File: src/rtl/branch_predictor_btb_if.sv
// ============================================================================
// Module      : branch_predictor_btb_if
// Description : Fetch lookup, EX resolve and flush/redirect bundle of the BTB
// Revision    : 1.0 - initial release
// ============================================================================
`default_nettype none

interface branch_predictor_btb_if;
  logic [63:0] pc_IF;
  logic [63:0] predicted_pc_IF;
  logic        pred_taken_IF;
  logic        upd_valid;
  logic        upd_is_branch;
  logic [63:0] upd_pc;
  logic        upd_taken;
  logic [63:0] upd_target;
  logic [63:0] upd_pred_pc;
  logic        flush;
  logic [63:0] redirect_pc;
  logic [31:0] branch_cnt;
  logic [31:0] mispredict_cnt;

  // Pipeline side: drives fetch PC and resolved-branch reports.
  modport master (
    output pc_IF, upd_valid, upd_is_branch, upd_pc, upd_taken, upd_target, upd_pred_pc,
    input  predicted_pc_IF, pred_taken_IF, flush, redirect_pc, branch_cnt, mispredict_cnt
  );

  // Predictor side.
  modport slave (
    input  pc_IF, upd_valid, upd_is_branch, upd_pc, upd_taken, upd_target, upd_pred_pc,
    output predicted_pc_IF, pred_taken_IF, flush, redirect_pc, branch_cnt, mispredict_cnt
  );
endinterface

`default_nettype wire

File: src/rtl/branch_predictor_btb.sv
// ============================================================================
// Module      : branch_predictor_btb
// Description : Direct-mapped BTB with 2-bit counters, EX-stage resolve/flush
// Revision    : 1.0 - initial release
// ============================================================================
`default_nettype none

module branch_predictor_btb #(
  parameter int          ENTRIES    = 16,
  parameter int          IDX_W      = 4,
  parameter logic [63:0] PRESET_VAL = 64'd0
) (
  input  wire logic              clk,
  input  wire logic              arst_n,
  branch_predictor_btb_if.slave  bus
);

  localparam int c_TAG_W = 62 - IDX_W;

  logic [ENTRIES-1:0] r_valid;
  logic [c_TAG_W-1:0] r_tag    [ENTRIES];
  logic [63:0]        r_target [ENTRIES];
  logic [1:0]         r_ctr    [ENTRIES];

  logic        r_flush;
  logic [63:0] r_redirect_pc;
  logic [31:0] r_branch_cnt;
  logic [31:0] r_mispredict_cnt;

  logic [IDX_W-1:0]   w_lk_idx;
  logic [c_TAG_W-1:0] w_lk_tag;
  logic               w_lk_hit;
  logic [IDX_W-1:0]   w_up_idx;
  logic [c_TAG_W-1:0] w_up_tag;
  logic               w_up_hit;
  logic               w_up_taken;
  logic [63:0]        w_actual_next;
  logic               w_mispredict;
  logic               w_unused;

  assign w_lk_idx = bus.pc_IF[IDX_W+1:2];
  assign w_lk_tag = bus.pc_IF[63:IDX_W+2];
  assign w_lk_hit = r_valid[w_lk_idx] && (r_tag[w_lk_idx] == w_lk_tag);

  assign bus.pred_taken_IF   = w_lk_hit && r_ctr[w_lk_idx][1];
  assign bus.predicted_pc_IF = bus.pred_taken_IF ? r_target[w_lk_idx] : bus.pc_IF + 64'd4;

  assign w_up_idx      = bus.upd_pc[IDX_W+1:2];
  assign w_up_tag      = bus.upd_pc[63:IDX_W+2];
  assign w_up_hit      = r_valid[w_up_idx] && (r_tag[w_up_idx] == w_up_tag);
  assign w_up_taken    = bus.upd_is_branch && bus.upd_taken;
  assign w_actual_next = w_up_taken ? bus.upd_target : bus.upd_pc + 64'd4;
  assign w_mispredict  = bus.upd_valid && (w_actual_next != bus.upd_pred_pc);

  // Byte-offset bits never take part in indexing or tag compare.
  assign w_unused = ^{bus.pc_IF[1:0], bus.upd_pc[1:0]};

  // Valid bits carry the only table reset; a non-branch hitting the table is an alias.
  always_ff @(posedge clk or negedge arst_n) begin
    if (!arst_n) begin
      r_valid <= '0;
    end else if (bus.upd_valid) begin
      if (bus.upd_is_branch) begin
        if (!w_up_hit && bus.upd_taken) begin
          r_valid[w_up_idx] <= 1'b1;
        end
      end else if (w_up_hit) begin
        r_valid[w_up_idx] <= 1'b0;
      end
    end
  end

  always_ff @(posedge clk) begin
    if (bus.upd_valid && bus.upd_is_branch) begin
      if (w_up_hit) begin
        if (bus.upd_taken) begin
          r_target[w_up_idx] <= bus.upd_target;
          if (r_ctr[w_up_idx] != 2'b11) begin
            r_ctr[w_up_idx] <= r_ctr[w_up_idx] + 2'b01;
          end
        end else if (r_ctr[w_up_idx] != 2'b00) begin
          r_ctr[w_up_idx] <= r_ctr[w_up_idx] - 2'b01;
        end
      end else if (bus.upd_taken) begin
        r_tag[w_up_idx]    <= w_up_tag;
        r_target[w_up_idx] <= bus.upd_target;
        r_ctr[w_up_idx]    <= 2'b10;
      end
    end
  end

  always_ff @(posedge clk or negedge arst_n) begin
    if (!arst_n) begin
      r_flush          <= 1'b0;
      r_redirect_pc    <= PRESET_VAL;
      r_branch_cnt     <= PRESET_VAL[31:0];
      r_mispredict_cnt <= PRESET_VAL[31:0];
    end else begin
      r_flush <= w_mispredict;
      if (w_mispredict) begin
        r_redirect_pc    <= w_actual_next;
        r_mispredict_cnt <= r_mispredict_cnt + 32'd1;
      end
      if (bus.upd_valid && bus.upd_is_branch) begin
        r_branch_cnt <= r_branch_cnt + 32'd1;
      end
    end
  end

  assign bus.flush          = r_flush;
  assign bus.redirect_pc    = r_redirect_pc;
  assign bus.branch_cnt     = r_branch_cnt;
  assign bus.mispredict_cnt = r_mispredict_cnt;

endmodule

`default_nettype wire

File: src/flat_wrapper.sv
// flat-port wrapper written by rule: the top's interface ports become plain ports
module branch_predictor_btb_flat 
#(
  parameter int          ENTRIES    = 16,
  parameter int          IDX_W      = 4,
  parameter logic [63:0] PRESET_VAL = 64'd0
)
  (clk, arst_n, bus_pc_IF, bus_upd_valid, bus_upd_is_branch, bus_upd_pc, bus_upd_taken, bus_upd_target, bus_upd_pred_pc, bus_predicted_pc_IF, bus_pred_taken_IF, bus_flush, bus_redirect_pc, bus_branch_cnt, bus_mispredict_cnt);
  branch_predictor_btb_if bus_i ();
  input  wire logic clk;
  input  wire logic arst_n;
  input wire logic [$bits(bus_i.pc_IF)-1:0] bus_pc_IF;
  input wire logic [$bits(bus_i.upd_valid)-1:0] bus_upd_valid;
  input wire logic [$bits(bus_i.upd_is_branch)-1:0] bus_upd_is_branch;
  input wire logic [$bits(bus_i.upd_pc)-1:0] bus_upd_pc;
  input wire logic [$bits(bus_i.upd_taken)-1:0] bus_upd_taken;
  input wire logic [$bits(bus_i.upd_target)-1:0] bus_upd_target;
  input wire logic [$bits(bus_i.upd_pred_pc)-1:0] bus_upd_pred_pc;
  output wire logic [$bits(bus_i.predicted_pc_IF)-1:0] bus_predicted_pc_IF;
  output wire logic [$bits(bus_i.pred_taken_IF)-1:0] bus_pred_taken_IF;
  output wire logic [$bits(bus_i.flush)-1:0] bus_flush;
  output wire logic [$bits(bus_i.redirect_pc)-1:0] bus_redirect_pc;
  output wire logic [$bits(bus_i.branch_cnt)-1:0] bus_branch_cnt;
  output wire logic [$bits(bus_i.mispredict_cnt)-1:0] bus_mispredict_cnt;
  assign bus_i.pc_IF = bus_pc_IF;
  assign bus_i.upd_valid = bus_upd_valid;
  assign bus_i.upd_is_branch = bus_upd_is_branch;
  assign bus_i.upd_pc = bus_upd_pc;
  assign bus_i.upd_taken = bus_upd_taken;
  assign bus_i.upd_target = bus_upd_target;
  assign bus_i.upd_pred_pc = bus_upd_pred_pc;
  assign bus_predicted_pc_IF = bus_i.predicted_pc_IF;
  assign bus_pred_taken_IF = bus_i.pred_taken_IF;
  assign bus_flush = bus_i.flush;
  assign bus_redirect_pc = bus_i.redirect_pc;
  assign bus_branch_cnt = bus_i.branch_cnt;
  assign bus_mispredict_cnt = bus_i.mispredict_cnt;
  branch_predictor_btb #(.ENTRIES(ENTRIES), .IDX_W(IDX_W), .PRESET_VAL(PRESET_VAL)) u_core (.clk(clk), .arst_n(arst_n), .bus(bus_i));
endmodule
File: config.mk
export PLATFORM = sky130hd
export DESIGN_NAME = branch_predictor_btb_flat
export DESIGN_NICKNAME = d
export VERILOG_FILES = /design/src/rtl/branch_predictor_btb_if.sv /design/src/rtl/branch_predictor_btb.sv /design/src/flat_wrapper.sv
export SDC_FILE = /design/constraint.sdc
export NUM_CORES = 2
export LEC_CHECK = 0
export BUFFER_PORTS_ARGS = -buffer_cell sky130_fd_sc_hd__buf_2
export CORE_MARGIN = 3
export CORE_UTILIZATION = 55
export DETAILED_ROUTE_END_ITERATION = 10
export PLACE_DENSITY = 0.73
export SLEW_MARGIN = 5
export SYNTH_ARGS = -nofsm -noshare
export SYNTH_HDL_FRONTEND = slang
export SYNTH_SLANG_ARGS = --single-unit
File: constraint.sdc
create_clock -name clk -period 7.2 [get_ports clk]
set_clock_uncertainty 0.1 [all_clocks]
set_input_delay 1.08 -clock clk [delete_from_list [all_inputs] [get_ports clk]]
set_output_delay 1.08 -clock clk [all_outputs]
set_load 0.05 [all_outputs]
==> flow_metrics.py <==
metrics = {
    "clock_network": {
        "cts_root_buf": "clkbuf_16",
        "h-tree-depth": 4,
        "clkTransAtPathRegs_ns": 0.06,
        "holdBufCountCts": 0,
        "cts_tree": "yes",
        "cts_buffers": 209,
        "cts.sinks": 2129,
        "post_cts_buffers": 0,
        "clock_path_buffers": 3,
        "insertion_delay_ns": 0.88,
    },
    "critical_path": {
        "crit_end": "bus_predicted_pc_IF[56]",
        "r2r_slack_ns": 2.33,
        "crit_cells": 12,
        "required_ns": 6.02,
        "worstPathCellList": "buf_12, buf_4, mux4_2, mux4_2, xnor2_1, nand4_1, nor4b_1, nand3_1, nor4_4, buf_12, mux2_2, buf_2",
        "r2r_start": "u_core.r_tag[15][56]$_DFFE_PP_",
        "end_kind": "output port",
        "timing.rr.end": "u_core.r_ctr[7][1]$_DFFE_PP_",
        "cp_max_fo": 63,
        "startpoint_type": "primary input",
        "crit_family": "multiplexers",
        "worstSetupStartpoint": "bus_pc_IF[2]",
        "cp_num_buf_inv": 4,
        "worst-r2r-cell-count": 10,
        "crit_type": "in2out",
        "slowest_stage": "nor4b_1",
        "slowest_delay_ns": 0.68,
        "crit_arrival_ns": 5.76,
    },
    "yosys": {
        "synth-main-ff-cell": "edfxtp_1",
        "seq_area_frac_synth_pct": 64.9,
        "syn_area_sq_mm": 0.0974,
        "syn_avg_cell_area_sq_um": 18.4,
        "synth_top_family_by_area": "multiplexers",
        "synth.net_count": 5569,
        "synthAdderAreaFrac_pct": 0.0900,
        "yosysWarnings": 0,
        "synth_compound_area_share_pct": 2.76,
        "synth_xor_area_share_pct": 3.11,
        "synthMuxAreaShare_pct": 21.8,
        "synth-edff-count": 1984,
        "synth_cell_type_count": 88,
        "synthSimpleGateAreaFrac_pct": 5.56,
        "ys_ff_latch": 2129,
        "syn_inst": 5301,
        "synthArstFlopShare_pct": 6.81,
    },
    "layout": {
        "nets": 6114,
        "seq_area_sq_mm": 0.0632,
        "drive_above_1_share_pct": 33.7,
        "most-common-layout-cells": "edfxtp_1 (1,984), mux4_2 (890), buf_2 (443), xnor2_1 (240), clkbuf_16 (213)",
        "layout_commonest_cell": "edfxtp_1",
        "multi_input_area_sq_mm": 0.0328,
        "syn2layout_area_growth_pct": 14.0,
        "fillCellCount": 11966,
    },
    "floorplan": {
        "dieArea_sq_mm": 0.182,
        "coreArea_sq_mm": 0.175,
        "ios": 455,
        "die_w_microns": 427,
        "placementRows": 153,
        "die_h_microns": 427,
        "start_util_pct": 55.6,
    },
    "grt": {
        "grt_pass1_vias": 58228,
        "overflow": 0,
        "grt_antenna_before_repair": 99,
        "grtUsageTotal_pct": 37.1,
        "grt_max_degree": 148,
        "grt_pass1_wl_mm": 464,
    },
    "placement": {
        "dpl.hpwl_mm": 223,
        "io_buffers": 454,
        "globalplace.congestion": 1.06,
    },
    "sta": {
        "fin_crit_ns": 6.94,
        "timing.final.hold_violations": 0,
        "fin_crit_sh_pct": 96.4,
        "hold_slack_ns": 0.161,
        "rsz0062_at_grt": "false",
        "setup_tns_ns": 0,
        "max-slew-margin-rel_pct": 12.5,
        "worst_slew_pin_slew_ns": 1.30,
        "slew_violations": 0,
        "final-setup-viol-count": 0,
        "max_freq_mhz": 144,
    },
    "power": {
        "powerDensity_mw_per_mm2": 252,
        "irDropWorstVdd_uv": 222,
        "p_leak_nw": 36.1,
    },
    "detailed_routing": {
        "drcViolationCount": 0,
        "drtAntennaViolNets": 0,
        "routed-via-count": 60266,
        "drtIter0Drc": 9209,
        "finalWirelength_mm": 335,
        "drtPass1Iterations": 8,
        "detail_route.vias_per_cell": 7.16,
        "routedWlPerCell_microns": 39.8,
    },
    "status": {
        "status": "completed",
    },
    "worst_hold_path": {
        "hp-class": "in2async",
    },
    "run": {
        "maxCapViolCount": 0,
    },
}
==> state kept, by name, indices dropped and copies added, names as in the netlist, named ones only <==
signal / count
u_core.bus.flush: 1
u_core.bus.redirect_pc: 64
u_core.r_ctr: 32
u_core.bus.mispredict_cnt: 32
u_core.bus.branch_cnt: 32
u_core.r_target: 1024
u_core.r_tag: 928
==> worst register-to-register path: cells and delay by family (launching register included) <==
family / cells / cell delay (ns)
multiplexers: 2 / 1.03
XOR/XNOR: 1 / 0.50
AO/OA/AOI/OAI: 1 / 0.54
buffers and inverters: 1 / 0.40
AND/OR/NAND/NOR: 5 / 1.48
flip-flops: 1 / 0.38
==> Yosys cell counts, types with 7 or more instances <==
cell type / instances / area (sq um)
nand4_1: 112 / 701
edfxtp_1: 1984 / 59600
nand2b_1: 31 / 194
o2111ai_1: 8 / 70.1
nor4_1: 79 / 494
a31oi_1: 13 / 81.3
mux2_2: 75 / 845
and3_1: 49 / 307
clkbuf_1: 186 / 698
nand2_1: 211 / 792
inv_1: 51 / 191
mux4_2: 890 / 20000
or4_1: 22 / 165
xor2_1: 103 / 902
and2_1: 13 / 81.3
and4_1: 17 / 149
xnor2_1: 240 / 2100
buf_1: 63 / 236
nor3_1: 51 / 255
a41oi_1: 7 / 61.3
mux2i_1: 37 / 370
o21ai_1: 24 / 120
or3_1: 23 / 144
nand3_1: 124 / 621
o211ai_1: 11 / 82.6
o21ai_0: 98 / 490
nand3b_1: 9 / 67.6
a311oi_1: 8 / 70.1
ha_1: 7 / 87.6
o31ai_1: 12 / 90.1
a21oi_1: 80 / 400
nor4b_1: 9 / 78.8
nor2b_1: 36 / 225
nor2_1: 172 / 646
a21o_1: 23 / 173
or2_2: 10 / 62.6
dfrtp_1: 145 / 3630
a211oi_1: 50 / 375
buf_2: 91 / 455
==> per-stage QoR <==
stage / power [mW] / setup slack, ns / std cells / cell area [sq um] / utilization, %
after floorplan: 15.8 / 0.108 / 5301 / 97400 / -
after global placement: 17.1 / 0.197 / 7960 / 104000 / 59.4
after detailed placement: 17.1 / 0.119 / 7960 / 104000 / 59.4
after CTS: 28.0 / 0.122 / 8350 / 111000 / 63.3
after global routing: 28.6 / 0.135 / 8398 / 111000 / 63.4
final: 28.0 / 0.256 / 8415 / 111000 / 63.4
==> logic make-up after synthesis <==
family                     Yosys count
DFF                               2129
xor gates and xnor gates           344
adders and majority gates            7
and+or+nand+nor                   1007
buffers and inverters              402
muxes                             1002
AOI/OAI and AO/OA                  410
==> where the power goes <==
| part | total (mW) | switching, mW | leakage [nW] | internal (mW) |
|---|---|---|---|---|
| Clock | 11.0 | 4.77 | 3.37 | 6.26 |
| Sequential | 13.9 | 0.154 | 19.7 | 13.7 |
| Combinational | 3.07 | 2.01 | 13.0 | 1.05 |
| Total | 28.0 | 6.94 | 36.1 | 21.0 |
==> how the worst min path moves through the flow <==
| stage | cells past startpoint | start | endpoint | slack (ns) |
|---|---|---|---|---|
| 2_1_floorplan | 2 | flop | flop | 0.39 |
| 3_3_place_gp | 1 | u_core.bus.branch_cnt[31]$_DFFE_PN0P_ | u_core.bus.branch_cnt[31]$_DFFE_PN0P_ | 0.35 |
| 3_5_place_dp | 2 | u_core.bus.redirect_pc[1]$_DFFE_PN0P_ | u_core.bus.redirect_pc[1]$_DFFE_PN0P_ | 0.37 |
| 4_1_cts | 1 | arst_n | u_core.bus.mispredict_cnt[25]$_DFFE_PN0P_ | 0.18 |
| 5_1_grt | 1 | arst_n | u_core.bus.flush$_DFF_PN0_ | 0.22 |
| 6_report | 1 | arst_n | u_core.bus.mispredict_cnt[31]$_DFFE_PN0P_ | 0.16 |
==> routing by layer <==
layer / share of wire (%) / GRT usage, %
met4: 7.8 / 24.0
met5: 0.053 / 0
met1: 34 / 48.5
met3: 12 / 8.96
met2: 46 / 56.1
==> timing repair <==
action / 4_1_cts / 5_1_grt
endpoints found under the hold margin: 0 / 0
endpoints found under the setup margin: 0 / 1
gates resized for setup: 0 / 1
==> cell type report <==
class	count	share of cell area, %
inverters	51	0.172
flip-flops and latches	2129	56.9
repair buffers	685	4.37
diodes	65	0.147
clock buffers	263	5.03
clock inverters	127	1.20
well taps	2325	2.62
multi-input cells	2770	29.5
No activity file was read; power rests on OpenSTA's default activity.
